File: src/rtl/resumption_ctx_scheduler.sv
// resumption_ctx_scheduler: round-robin time-multiplexing of one resumption core among N_CTX contexts
module resumption_ctx_scheduler #(
  parameter int N_CTX    = 4,
  parameter int IN_W     = 1,
  parameter int OUT_W    = 1,
  parameter int TAG_W    = 1,
  parameter int TAG_INIT = 1
) (
  input  logic                       clk,
  input  logic                       rst,
  input  logic [N_CTX-1:0]           req_valid,
  input  logic [N_CTX*IN_W-1:0]      req_data,
  output logic [N_CTX-1:0]           req_ready,
  input  logic [N_CTX-1:0]           ctx_restart,
  output logic [TAG_W-1:0]           core_tag,
  output logic [IN_W-1:0]            core_in,
  input  logic [OUT_W-1:0]           core_out,
  input  logic [TAG_W-1:0]           core_tag_next,
  input  logic                       core_continue,
  output logic                       resp_valid,
  output logic [$clog2(N_CTX)-1:0]   resp_ctx,
  output logic [OUT_W-1:0]           resp_data,
  output logic                       resp_halted,
  output logic [N_CTX-1:0]           halted,
  output logic                       busy,
  output logic [15:0]                step_count
);
  localparam int PW = $clog2(N_CTX);
  logic [TAG_W-1:0] r_tag [N_CTX];
  logic [N_CTX-1:0] r_halted;
  logic [PW-1:0]    r_ptr;
  logic             r_resp_valid;
  logic [PW-1:0]    r_resp_ctx;
  logic [OUT_W-1:0] r_resp_data;
  logic             r_resp_halted;
  logic [15:0]      r_steps;
  logic [N_CTX-1:0] w_elig;
  logic [PW-1:0]    w_g;
  logic [PW-1:0]    w_idx;
  logic             w_any;
  assign w_elig = req_valid & ~r_halted & ~ctx_restart;
  // scan from farthest to nearest so the index closest to r_ptr wins
  always_comb begin
    w_any = 1'b0;
    w_g   = '0;
    w_idx = '0;
    for (int k = N_CTX - 1; k >= 0; k--) begin
      w_idx = r_ptr + PW'(k);
      if (w_elig[w_idx]) begin
        w_any = 1'b1;
        w_g   = w_idx;
      end
    end
  end
  assign busy        = |w_elig;
  assign req_ready   = w_any ? N_CTX'(1) << w_g : '0;
  assign core_tag    = w_any ? r_tag[w_g] : '0;
  assign core_in     = w_any ? req_data[int'(w_g)*IN_W +: IN_W] : '0;
  assign halted      = r_halted;
  assign resp_valid  = r_resp_valid;
  assign resp_ctx    = r_resp_ctx;
  assign resp_data   = r_resp_data;
  assign resp_halted = r_resp_halted;
  assign step_count  = r_steps;
  always_ff @(posedge clk) begin
    if (rst) begin
      for (int i = 0; i < N_CTX; i++) r_tag[i] <= TAG_W'(TAG_INIT);
      r_halted      <= '0;
      r_ptr         <= '0;
      r_resp_valid  <= 1'b0;
      r_resp_ctx    <= '0;
      r_resp_data   <= '0;
      r_resp_halted <= 1'b0;
      r_steps       <= '0;
    end else begin
      for (int i = 0; i < N_CTX; i++) begin
        if (ctx_restart[i]) begin
          r_tag[i]    <= TAG_W'(TAG_INIT);
          r_halted[i] <= 1'b0;
        end else if (w_any && w_g == PW'(i)) begin
          r_tag[i]    <= core_tag_next;
          r_halted[i] <= ~core_continue;
        end
      end
      r_resp_valid <= w_any;
      if (w_any) begin
        r_resp_ctx    <= w_g;
        r_resp_data   <= core_out;
        r_resp_halted <= ~core_continue;
        r_ptr         <= w_g + PW'(1);
        r_steps       <= r_steps + 16'(r_steps != 16'hFFFF);
      end
    end
  end
endmodule

File: config.mk
export PLATFORM = sky130hd
export DESIGN_NAME = resumption_ctx_scheduler
export DESIGN_NICKNAME = d
export VERILOG_FILES = /design/src/rtl/resumption_ctx_scheduler.sv
export SDC_FILE = /design/constraint.sdc
export NUM_CORES = 1
export LEC_CHECK = 0
export BUFFER_PORTS_ARGS = -buffer_cell sky130_fd_sc_hd__buf_2
export CAP_MARGIN = 20
export CORE_MARGIN = 2
export CORE_UTILIZATION = 40
export CTS_CLUSTER_SIZE = 14
export DETAILED_ROUTE_END_ITERATION = 10
export GPL_ROUTABILITY_DRIVEN = 0
export GPL_TIMING_DRIVEN = 0
export PLACE_DENSITY = 0.68
export SYNTH_ARGS = -nofsm -noshare
export SYNTH_HDL_FRONTEND = slang
export SYNTH_SLANG_ARGS = --single-unit
File: constraint.sdc
create_clock -name clk -period 2.3 [get_ports clk]
set_clock_uncertainty 0.15 [all_clocks]
set_input_delay 0.46 -clock clk [delete_from_list [all_inputs] [get_ports clk]]
set_output_delay 0.46 -clock clk [all_outputs]
set_load 0.02 [all_outputs]
-- Word level (Yosys, flattened, before mapping)
Memories as Yosys holds them, arrays and structs flattened.
Cells that the tools add are included.
- add/subtract/negate cells: 5
- magnitude comparators: 4
- eq/ne operators: 4
- shift operators: 2
- mux-type cells: 57
- bitwise operators: 13
- reduce and logical (&&, ||, !) cells: 10
- operators with widths (cell ; count):
    $mux W1 ; 48
    $add A16 B1 Y16 ; 1
    $ne A16 B16 Y1 const B ; 1
    $lt A2 B3 Y1 const B ; 4
    $and A4 B4 Y4 ; 2
    $bmux W1 S2 ; 4
    $mux W2 ; 4
    $not A4 Y4 ; 2
    $or A1 B1 Y1 ; 8
    $reduce_or A2 Y1 ; 4
    $add A2 B1 Y2 const B ; 2
    $add A2 B2 Y2 const B ; 2
    $eq A2 B2 Y1 const B ; 2
    $logic_and A1 B1 Y1 ; 4
    $mux W4 ; 1
    $reduce_or A4 Y1 ; 1
    $shiftx A4 B3 Y1 ; 1
    $shl A1 B2 Y4 const A ; 1
    $eq A2 B1 Y1 const B ; 1
    $logic_not A2 Y1 ; 1
    $not A1 Y1 ; 1
- flip-flop bits (word level): 27
- memory bits (writable): 4
- output and inout bits: 32
- word-level logic and storage cells: 106
- memories kept: 1
- memories (memory ; words ; width ; rd ports ; clocked after Yosys merged registers in ; wr ports ; line ; RTL):
    r_tag ; 4 ; 1 ; 1 ; 0 ; 4 ; 29 ; logic [TAG_W-1:0] r_tag [N_CTX];

-- Depth between registers and ports, before layout
Gate-level depths: netlist of run 1.
- word-level depth: 16
- mapped depth: 10
- mapped depth without buffers: 10

-- Worst setup path after synthesis of run 1
No wires, ideal clock.
- kind: in2out
- from: in ctx_restart[2]
- to: out core_in
- arrival time: 1963 ps
- data required time: 1690 ps
- setup slack: -273 ps
- cell stages on the path: 6
- buffers on the path: 1
- path through: or3b_4 > nor3_1 > a211o_1 > buf_2 > mux2i_1 > o22ai_1
- longest elaborated chain between the ends: 10
- elaborated cells on any way between the ends: 20
- those cells by class: shift (1); mux (17); bitwise (2)
- RTL lines (element ; line ; RTL):
    start: declaration ; 14 ; input logic [N_CTX-1:0] ctx_restart,
    $not A4 Y4 (*) ; 41 ; assign w_elig = req_valid & ~r_halted & ~ctx_restart;
    $and A4 B4 Y4 (*) ; 41 ;
    $bmux W1 S2 ; 49 ; if (w_elig[w_idx]) begin
    $mux W1 (implied by the code) ; 49 ;
    $mux W2 (4 in a row) ; 49 ;
    $shiftx A4 B3 Y1 ; 58 ; assign core_in = w_any ? req_data[int'(w_g)*IN_W +: IN_W] : '0;
    $mux W1 (*) ; 58 ;
    end: declaration ; 16 ; output logic [IN_W-1:0] core_in,
Mark *: on every way between the ends. The rest lies on a longest branch, timed or not. The select of a mux whose other input is x is not followed.

-- Final worst setup path of run 1
- from: reg r_halted[2], in the netlist halted[2]
- to: out core_tag
- longest elaborated chain between the ends: 11
- elaborated cells on any way between the ends: 21
- those cells by class: mux (17); bitwise (3); memory (1)
- RTL lines (element ; line ; RTL):
    start: declaration ; 30 ; logic [N_CTX-1:0] r_halted;
    start signal: indexed assignment ; 82 ; r_halted[i] <= ~core_continue;
    $not A4 Y4 (*) ; 41 ;
    $and A4 B4 Y4 (*) (2 in a row) ; 41 ;
    $bmux W1 S2 ; 49 ;
    $mux W1 (implied by the code) ; 49 ;
    $mux W2 (4 in a row) ; 49 ;
    $mem_v2 Z4 W1 ; n/a ;
    $mux W1 (*) ; 57 ; assign core_tag = w_any ? r_tag[w_g] : '0;
    end: declaration ; 15 ; output logic [TAG_W-1:0] core_tag,
Marks and branches as above.

==> results of run 1 <==
-- worst max-delay path, stage by stage (launching register included) --
cell and delay, ns:
sky130_fd_sc_hd__dfxtp_2 0.33, sky130_fd_sc_hd__or3b_4 0.45, sky130_fd_sc_hd__o22ai_4 0.21, sky130_fd_sc_hd__a211o_1 0.17, sky130_fd_sc_hd__buf_6 0.14, sky130_fd_sc_hd__mux2i_2 0.24
sky130_fd_sc_hd__o22ai_2 0.11, sky130_fd_sc_hd__buf_6 0.14
-- report_power, final --
| group | total (W) | switching, W | leakage [nW] | internal [W] |
|---|---|---|---|---|
| Combinational | 0.000431 | 0.000227 | 0.718 | 0.000204 |
| Clock | 0.000462 | 0.000190 | 0.0515 | 0.000273 |
| Sequential | 0.000592 | 0.0000297 | 0.257 | 0.000562 |
-- cell usage after synthesis, types with 2 or more instances --
| library cell | count |
|---|---|
| sky130_fd_sc_hd__a21oi_1 | 8 |
| sky130_fd_sc_hd__a22oi_1 | 2 |
| sky130_fd_sc_hd__a31oi_1 | 3 |
| sky130_fd_sc_hd__and3_1 | 2 |
| sky130_fd_sc_hd__and4_1 | 3 |
| sky130_fd_sc_hd__clkbuf_1 | 6 |
| sky130_fd_sc_hd__dfxtp_1 | 30 |
| sky130_fd_sc_hd__ha_1 | 2 |
| sky130_fd_sc_hd__inv_1 | 7 |
| sky130_fd_sc_hd__mux2i_1 | 5 |
| sky130_fd_sc_hd__nand2_1 | 15 |
| sky130_fd_sc_hd__nand2_2 | 2 |
| sky130_fd_sc_hd__nand3_1 | 5 |
| sky130_fd_sc_hd__nand4_1 | 6 |
| sky130_fd_sc_hd__nor2_1 | 20 |
| sky130_fd_sc_hd__nor3_1 | 11 |
| sky130_fd_sc_hd__nor3b_2 | 2 |
| sky130_fd_sc_hd__nor4_1 | 2 |
| sky130_fd_sc_hd__o21ai_0 | 2 |
| sky130_fd_sc_hd__o22ai_1 | 2 |
| sky130_fd_sc_hd__xnor2_1 | 4 |
| sky130_fd_sc_hd__xor2_1 | 8 |
-- registers in the layout (all words and copies together), names as in the netlist --
signal,flops
resp_ctx,2
resp_halted,1
r_ptr,2
resp_data,1
r_tag,4
resp_valid,1
halted,4
step_count,16
-- cell families (layout without fill, tap and decap cells) --
| group | after synthesis | count (layout) | share of synthesized area [%] |
|---|---|---|---|
| AND/OR/NAND/NOR | 76 | 76 | 27.3 |
| flip-flops | 31 | 31 | 41.3 |
| AO/OA/AOI/OAI | 30 | 30 | 16.1 |
| buffers and inverters | 14 | 98 | 3.52 |
| XOR/XNOR | 12 | 12 | 6.89 |
| multiplexers | 5 | 5 | 3.28 |
| adder cells (fa/ha/maj) | 2 | 2 | 1.64 |
-- stage by stage --
step	hold slack [ns]	area, µm²	setup TNS (ns)
after CTS	0.226	2220	-1.31
after detailed placement	0.305	1860	-7.42
after global placement	0.289	1860	-7.23
final	0.234	2410	-2.02
after floorplan	0.292	1570	-0.294
after global routing	0.238	2410	-3.47
-- repair_timing --
item,in CTS,in global routing
endpoints found under the setup margin,23,20
gates cloned,0,0
resized for setup,32,28
pin swaps,15,20
setup buffers,19,13
-- metal layers --
| layer | track usage [%] | vias up |
|---|---|---|
| met4 | 9.38 | 0 |
| met3 | 5.96 | 11 |
| met1 | 28.8 | 784 |
| met5 | 0 | - |
| li1 | - | 784 |
| met2 | 33.3 | 61 |
-- final cells by class --
type	count	area, µm²
Buffer	6	41.3
Sequential cell	31	649
Multi-Input combinational cell	125	1010
Clock buffer	8	100
Timing Repair Buffer	77	527
Tap cell	48	60.1
Inverter	7	26.3
Fill cell	297	1250
-- path summary, 6_finish.rpt --
| check | to | slack (ns) |
|---|---|---|
| max reg2reg | step_count[11] | -0.10 |
| min | resp_halted | 0.23 |
| min reg2reg | resp_data | 0.31 |
| max | core_tag | -0.37 |
==> run_summary.xml, run 1 <==
<?xml version="1.0" encoding="UTF-8"?>
<metrics>
  <group name="cts">
    <metric name="cts.hold.buffers_added" unit="">0</metric>
    <metric name="ctsLongestPathBuffers" unit="">2</metric>
    <metric name="cts_tree" unit="">yes</metric>
    <metric name="cts_made_buffers" unit="">5</metric>
    <metric name="worst_skew_pair.late_latency" unit="ns">0.28</metric>
    <metric name="numClockSinks" unit="">31</metric>
    <metric name="cts_root_buffer" unit="">sky130_fd_sc_hd__clkbuf_8</metric>
    <metric name="worst_setup_hold_path_clk_slew" unit="ns">0.06</metric>
    <metric name="htree_levels" unit="">2</metric>
  </group>
  <group name="grt">
    <metric name="grt_start_max_net_pins" unit="">11</metric>
    <metric name="antenna_found_initial" unit="">0</metric>
    <metric name="first_global_vias" unit="">1535</metric>
    <metric name="overflow" unit="">0</metric>
    <metric name="gr-usage-all-layers" unit="%">21.8</metric>
    <metric name="grt_first_pass_wirelength" unit="µm">7160</metric>
  </group>
  <group name="finish">
    <metric name="mostFrequentLayoutCell" unit="">sky130_fd_sc_hd__buf_2</metric>
    <metric name="antenna_cells" unit="">0</metric>
    <metric name="p_r_area_growth_vs_syn" unit="%">58.1</metric>
    <metric name="finish.utilization" unit="%">65.9</metric>
    <metric name="design.final.nets" unit="">272</metric>
    <metric name="drive_gt1_share" unit="%">50.8</metric>
    <metric name="most-common-layout-cells" unit="">sky130_fd_sc_hd__buf_2, sky130_fd_sc_hd__buf_4, sky130_fd_sc_hd__dfxtp_1</metric>
    <metric name="final_cells" unit="">302</metric>
  </group>
  <group name="placed_design">
    <metric name="portBuffers" unit="">47</metric>
    <metric name="dp_slack" unit="ns">-0.709</metric>
    <metric name="numPlacedInstances" unit="">265</metric>
    <metric name="detailed_place_hpwl" unit="µm">2630</metric>
  </group>
  <group name="setup_path">
    <metric name="critical_path.max_fanout" unit="">5</metric>
    <metric name="worstSetupStartpoint" unit="">halted[2]</metric>
    <metric name="worstRegToRegCells" unit="">10</metric>
    <metric name="worst-endpoint-arrival" unit="ns">2.06</metric>
    <metric name="critPathCaptureType" unit="">primary output</metric>
    <metric name="worst_setup_path_start_kind" unit="">flip-flop</metric>
    <metric name="cp_data_required_time" unit="ns">1.69</metric>
    <metric name="timing.rr.start" unit="">step_count[2]</metric>
    <metric name="path_type_of_the_worst_setup_path" unit="">flip-flop to primary output</metric>
  </group>
  <group name="die">
    <metric name="design.die.area" unit="µm²">4330</metric>
    <metric name="core_area" unit="µm²">3660</metric>
    <metric name="die-width" unit="µm">65.8</metric>
    <metric name="pin_count" unit="">49</metric>
    <metric name="die_h" unit="µm">65.8</metric>
    <metric name="initial_utilization" unit="%">41.7</metric>
    <metric name="floorplan.rows" unit="">22</metric>
  </group>
  <group name="drt">
    <metric name="detailroute.via_count" unit="">1640</metric>
    <metric name="route.detailed.vias_per_inst" unit="">5.43</metric>
    <metric name="dr.pass1.iters" unit="">4</metric>
    <metric name="route.top_layer_used" unit="">met4</metric>
    <metric name="detail_route.wl_per_cell" unit="µm">15.4</metric>
    <metric name="met2_wirelength" unit="µm">2220</metric>
    <metric name="detail-route-antenna-nets" unit="">0</metric>
    <metric name="drt_iter0_drcs" unit="">76</metric>
    <metric name="met3_wirelength_from_detailed_routing" unit="µm">306</metric>
    <metric name="drt-met1-wl" unit="µm">2020</metric>
    <metric name="total_routed_wirelength" unit="µm">4650</metric>
    <metric name="remaining_drc_errors" unit="">0</metric>
  </group>
  <group name="worst_hold_path">
    <metric name="hold_path.class" unit="">primary input to flip-flop</metric>
    <metric name="whs_path_depth" unit="">2</metric>
    <metric name="min-delay-start" unit="">core_continue</metric>
  </group>
  <group name="outcome">
    <metric name="run_status" unit="">finished, violations left</metric>
    <metric name="violations" unit="">negative setup slack</metric>
  </group>
  <group name="yosys">
    <metric name="async_reset_ff_share" unit="%">0</metric>
    <metric name="yosys.area.top_type_share" unit="%">39.3</metric>
    <metric name="post_synth.cell_area_avg" unit="µm²">8.98</metric>
    <metric name="mappedNetlistArea" unit="µm²">1530</metric>
    <metric name="synth-main-ff-cell" unit="">sky130_fd_sc_hd__dfxtp_1</metric>
    <metric name="warnings_synthesis" unit="">0</metric>
    <metric name="synthesis.nets" unit="">189</metric>
    <metric name="synthCells" unit="">170</metric>
    <metric name="synth_seq_cells" unit="">31</metric>
    <metric name="number_of_flops_mapped_to_enable_cells_by_yosys" unit="">1</metric>
    <metric name="synth_top_cell_by_area" unit="">sky130_fd_sc_hd__dfxtp_1</metric>
    <metric name="netlist-cell-type-count" unit="">45</metric>
    <metric name="synthTopCellsByArea" unit="">sky130_fd_sc_hd__dfxtp_1, sky130_fd_sc_hd__nor2_1, sky130_fd_sc_hd__xor2_1</metric>
    <metric name="synth_seq_area_share" unit="%">41.3</metric>
  </group>
  <group name="sta">
    <metric name="period_share" unit="%">116</metric>
    <metric name="grt_setup_unrepaired" unit="">true</metric>
    <metric name="report.final.hold_viol_count" unit="">0</metric>
    <metric name="timing.final.setup_violations" unit="">14</metric>
    <metric name="post-route-min-period" unit="ns">2.67</metric>
    <metric name="timing_worst_slew_pin_value" unit="ns">0.518</metric>
    <metric name="max_freq" unit="MHz">375</metric>
    <metric name="max-slew-margin-rel" unit="%">65.5</metric>
    <metric name="slew_viol_final" unit="">0</metric>
    <metric name="setup_slack" unit="ns">-0.367</metric>
  </group>
  <group name="power">
    <metric name="totalPowerFinal" unit="W">0.00149</metric>
    <metric name="max-vdd-ir-drop" unit="mV">0.395</metric>
    <metric name="powerDensity" unit="nW/µm²">615</metric>
    <metric name="leakage" unit="nW">1.03</metric>
  </group>
  <group name="job">
    <metric name="drv.max_cap_violation_count" unit="">0</metric>
  </group>
</metrics>
(Power assumes the default switching activity.)
==> inputs of run 2 (changes only) <==
--- a/config.mk
+++ b/config.mk
@@ -14,6 +14,7 @@
 export GPL_ROUTABILITY_DRIVEN = 0
 export GPL_TIMING_DRIVEN = 0
 export PLACE_DENSITY = 0.68
+export REMOVE_ABC_BUFFERS = 1
 export SYNTH_ARGS = -nofsm -noshare
 export SYNTH_HDL_FRONTEND = slang
 export SYNTH_SLANG_ARGS = --single-unit
==> constraint.sdc (replaced) <==
create_clock -name clk -period 2.4 [get_ports clk]
set_clock_uncertainty 0.15 [all_clocks]
set_input_delay 0.48 -clock clk [delete_from_list [all_inputs] [get_ports clk]]
set_output_delay 0.48 -clock clk [all_outputs]
set_load 0.02 [all_outputs]
==> run 2 against run 1 <==
The flow still finishes with violations (negative setup slack). Final area decreased by 1.3%. Largest cell class unchanged. Non-clock buffer count decreased by 1. Hold slack got worse by 0.020 ns. Clock power increased by 34%. Utilization decreased by 0.89 points. Largest power group is now clock. Critical path depth unchanged. Worst setup slack improved by 0.17 ns. First-iteration DRC count increased by 26%. Critical path type unchanged. Highest routed layer unchanged. Die area unchanged. Sequential share of layout area increased by 0.32 points.
==> run_summary.xml, run 2 (synthesis gave the netlist of run 1 again) <==
<?xml version="1.0" encoding="UTF-8"?>
<metrics>
  <group name="outcome">
    <metric name="run_status" unit="">finished, violations left</metric>
    <metric name="violations" unit="">negative setup slack</metric>
  </group>
  <group name="placed_design">
    <metric name="detailed_place_hpwl" unit="µm">2590</metric>
    <metric name="detailed_place.area" unit="µm²">1800</metric>
    <metric name="numPlacedInstances" unit="">259</metric>
    <metric name="portBuffers" unit="">48</metric>
  </group>
  <group name="finish">
    <metric name="final_area" unit="µm²">2380</metric>
    <metric name="p_r_area_growth_vs_syn" unit="%">56.0</metric>
    <metric name="multi_input_comb_area" unit="µm²">963</metric>
    <metric name="finish.utilization" unit="%">65.0</metric>
    <metric name="final_cells" unit="">301</metric>
    <metric name="layout.area.seq" unit="µm²">648</metric>
    <metric name="final.fill_count" unit="">303</metric>
    <metric name="design.final.nets" unit="">271</metric>
    <metric name="drive_gt1_share" unit="%">49.0</metric>
    <metric name="most-common-layout-cells" unit="">sky130_fd_sc_hd__buf_2, sky130_fd_sc_hd__buf_4, sky130_fd_sc_hd__dfxtp_1</metric>
    <metric name="largest_register_ff_count" unit="">16</metric>
    <metric name="mostFrequentLayoutCell" unit="">sky130_fd_sc_hd__buf_2</metric>
    <metric name="antenna_cells" unit="">0</metric>
  </group>
  <group name="setup_path">
    <metric name="worstRegToRegCells" unit="">6</metric>
    <metric name="timing.critical_path.slowest_cell_delay" unit="ns">0.34</metric>
    <metric name="timing.reg2reg.setup_slack" unit="ns">0.06</metric>
    <metric name="cpMaxStageDelayCell" unit="">sky130_fd_sc_hd__dfxtp_2</metric>
    <metric name="path_type_of_the_worst_setup_path" unit="">flip-flop to primary output</metric>
    <metric name="critPathCaptureType" unit="">primary output</metric>
    <metric name="crit_family" unit="">compound AO/OA/AOI/OAI gates</metric>
    <metric name="timing.rr.start" unit="">halted[2]</metric>
    <metric name="critical_path.max_fanout" unit="">4</metric>
    <metric name="worst-endpoint-arrival" unit="ns">1.96</metric>
    <metric name="critical_path.n_buffers_inverters" unit="">2</metric>
    <metric name="regToRegEndpoint" unit="">r_tag[3]</metric>
    <metric name="cp_data_required_time" unit="ns">1.77</metric>
    <metric name="worst_setup_path_start_kind" unit="">flip-flop</metric>
    <metric name="crit_chain" unit="">nor3b_4, buf_6, nor3_4, a211oi_4, mux2i_1, o22ai_1, buf_4</metric>
  </group>
  <group name="cts">
    <metric name="cts.hold.buffers_added" unit="">0</metric>
    <metric name="cts_root_buffer" unit="">sky130_fd_sc_hd__clkbuf_8</metric>
    <metric name="cts_made_buffers" unit="">5</metric>
    <metric name="ctsLongestPathBuffers" unit="">2</metric>
    <metric name="numClockSinks" unit="">31</metric>
    <metric name="cts_tree" unit="">yes</metric>
    <metric name="worst_skew_pair.late_latency" unit="ns">0.29</metric>
    <metric name="worst_setup_hold_path_clk_slew" unit="ns">0.07</metric>
    <metric name="htree_levels" unit="">2</metric>
  </group>
  <group name="die">
    <metric name="pin_count" unit="">49</metric>
    <metric name="die-width" unit="µm">65.8</metric>
    <metric name="floorplan.rows" unit="">22</metric>
    <metric name="initial_utilization" unit="%">41.7</metric>
    <metric name="die_h" unit="µm">65.8</metric>
    <metric name="core_area" unit="µm²">3660</metric>
    <metric name="design.die.area" unit="µm²">4330</metric>
  </group>
  <group name="sta">
    <metric name="report.final.hold_viol_count" unit="">0</metric>
    <metric name="max-slew-margin-rel" unit="%">60.6</metric>
    <metric name="setup_slack" unit="ns">-0.194</metric>
    <metric name="grt_setup_unrepaired" unit="">true</metric>
    <metric name="slew_viol_final" unit="">0</metric>
    <metric name="timing.final.setup_violations" unit="">6</metric>
    <metric name="post-route-min-period" unit="ns">2.59</metric>
    <metric name="period_share" unit="%">108</metric>
    <metric name="timing_worst_slew_pin_value" unit="ns">0.592</metric>
    <metric name="setup-tns-final" unit="ns">-0.797</metric>
    <metric name="max_freq" unit="MHz">386</metric>
  </group>
  <group name="drt">
    <metric name="dr.pass1.iters" unit="">4</metric>
    <metric name="total_routed_wirelength" unit="µm">4570</metric>
    <metric name="detail_route.wl_per_cell" unit="µm">15.2</metric>
    <metric name="drt_iter0_drcs" unit="">96</metric>
    <metric name="detailroute.via_count" unit="">1627</metric>
    <metric name="detail-route-antenna-nets" unit="">0</metric>
    <metric name="route.detailed.vias_per_inst" unit="">5.41</metric>
    <metric name="remaining_drc_errors" unit="">0</metric>
  </group>
  <group name="worst_hold_path">
    <metric name="hold_path.class" unit="">primary input to flip-flop</metric>
    <metric name="min-delay-start" unit="">ctx_restart[1]</metric>
    <metric name="whs_path_depth" unit="">2</metric>
    <metric name="timing.hold.worst_endpoint" unit="">halted[1]</metric>
  </group>
  <group name="power">
    <metric name="max-vdd-ir-drop" unit="mV">0.319</metric>
    <metric name="leakage" unit="nW">1.04</metric>
    <metric name="totalPowerFinal" unit="W">0.00157</metric>
    <metric name="powerDensity" unit="nW/µm²">659</metric>
  </group>
  <group name="grt">
    <metric name="overflow" unit="">0</metric>
    <metric name="grt_first_pass_wirelength" unit="µm">7420</metric>
    <metric name="grt_start_max_net_pins" unit="">34</metric>
    <metric name="first_global_vias" unit="">1530</metric>
    <metric name="gr-usage-all-layers" unit="%">22.9</metric>
    <metric name="antenna_found_initial" unit="">0</metric>
  </group>
  <group name="job">
    <metric name="drv.max_cap_violation_count" unit="">0</metric>
  </group>
</metrics>
[run 2: cell count changes in the layout (fill, tap and decap cells not counted), moves of 3 or more]
cell,before,now
sky130_fd_sc_hd__buf_4,24,31
sky130_fd_sc_hd__buf_6,14,10
sky130_fd_sc_hd__clkbuf_1,5,1
sky130_fd_sc_hd__mux2i_1,2,5
sky130_fd_sc_hd__mux2i_2,3,0
[run 2: metrics by stage]
stage / setup slack (ns) / hold WS (ns)
after floorplan: -0.219 / 0.292
after global placement: -0.627 / 0.288
after detailed placement: -0.607 / 0.298
after CTS: -0.149 / 0.213
after global routing: -0.266 / 0.220
final: -0.194 / 0.214
[run 2: how the worst max path moves through the flow]
stage,startpoint,cells after the start,end
global placement,req_valid[3],7,core_tag
detailed placement,req_valid[3],7,core_tag
finish,halted[1],7,core_tag
floorplan,ctx_restart[2],5,core_in
global route,halted[2],6,core_in
CTS,halted[2],6,core_in
[run 2: layout make-up]
class | instances | area share (%)
well taps | 48 | 2.52
flip-flops and latches | 31 | 27.2
clock buffers | 6 | 3.05
clock inverters | 2 | 2.52
multi-input cells | 125 | 40.5
repair buffers | 82 | 23.1
inverters | 7 | 1.10
[run 2: repair_timing]
action,in CTS,in global routing
pin swaps,18,12
resized for setup,40,14
endpoints found under the setup margin,21,19
gates cloned,0,0
buffers inserted,26,8
[run 2: layer usage]
metal  vias up  wire, µm  global-route usage (%)
met5         -         0                       0
li1        776         -                       -
met4         0       153                    11.5
met3        16       239                    4.26
met2        62      2280                    40.0
met1       773      1900                    26.5
[run 2: power by group]
part | switching, W | internal [W]
Sequential | 0.0000262 | 0.000538
Combinational | 0.000205 | 0.000178
Clock | 0.000206 | 0.000415
Total | 0.000437 | 0.00113
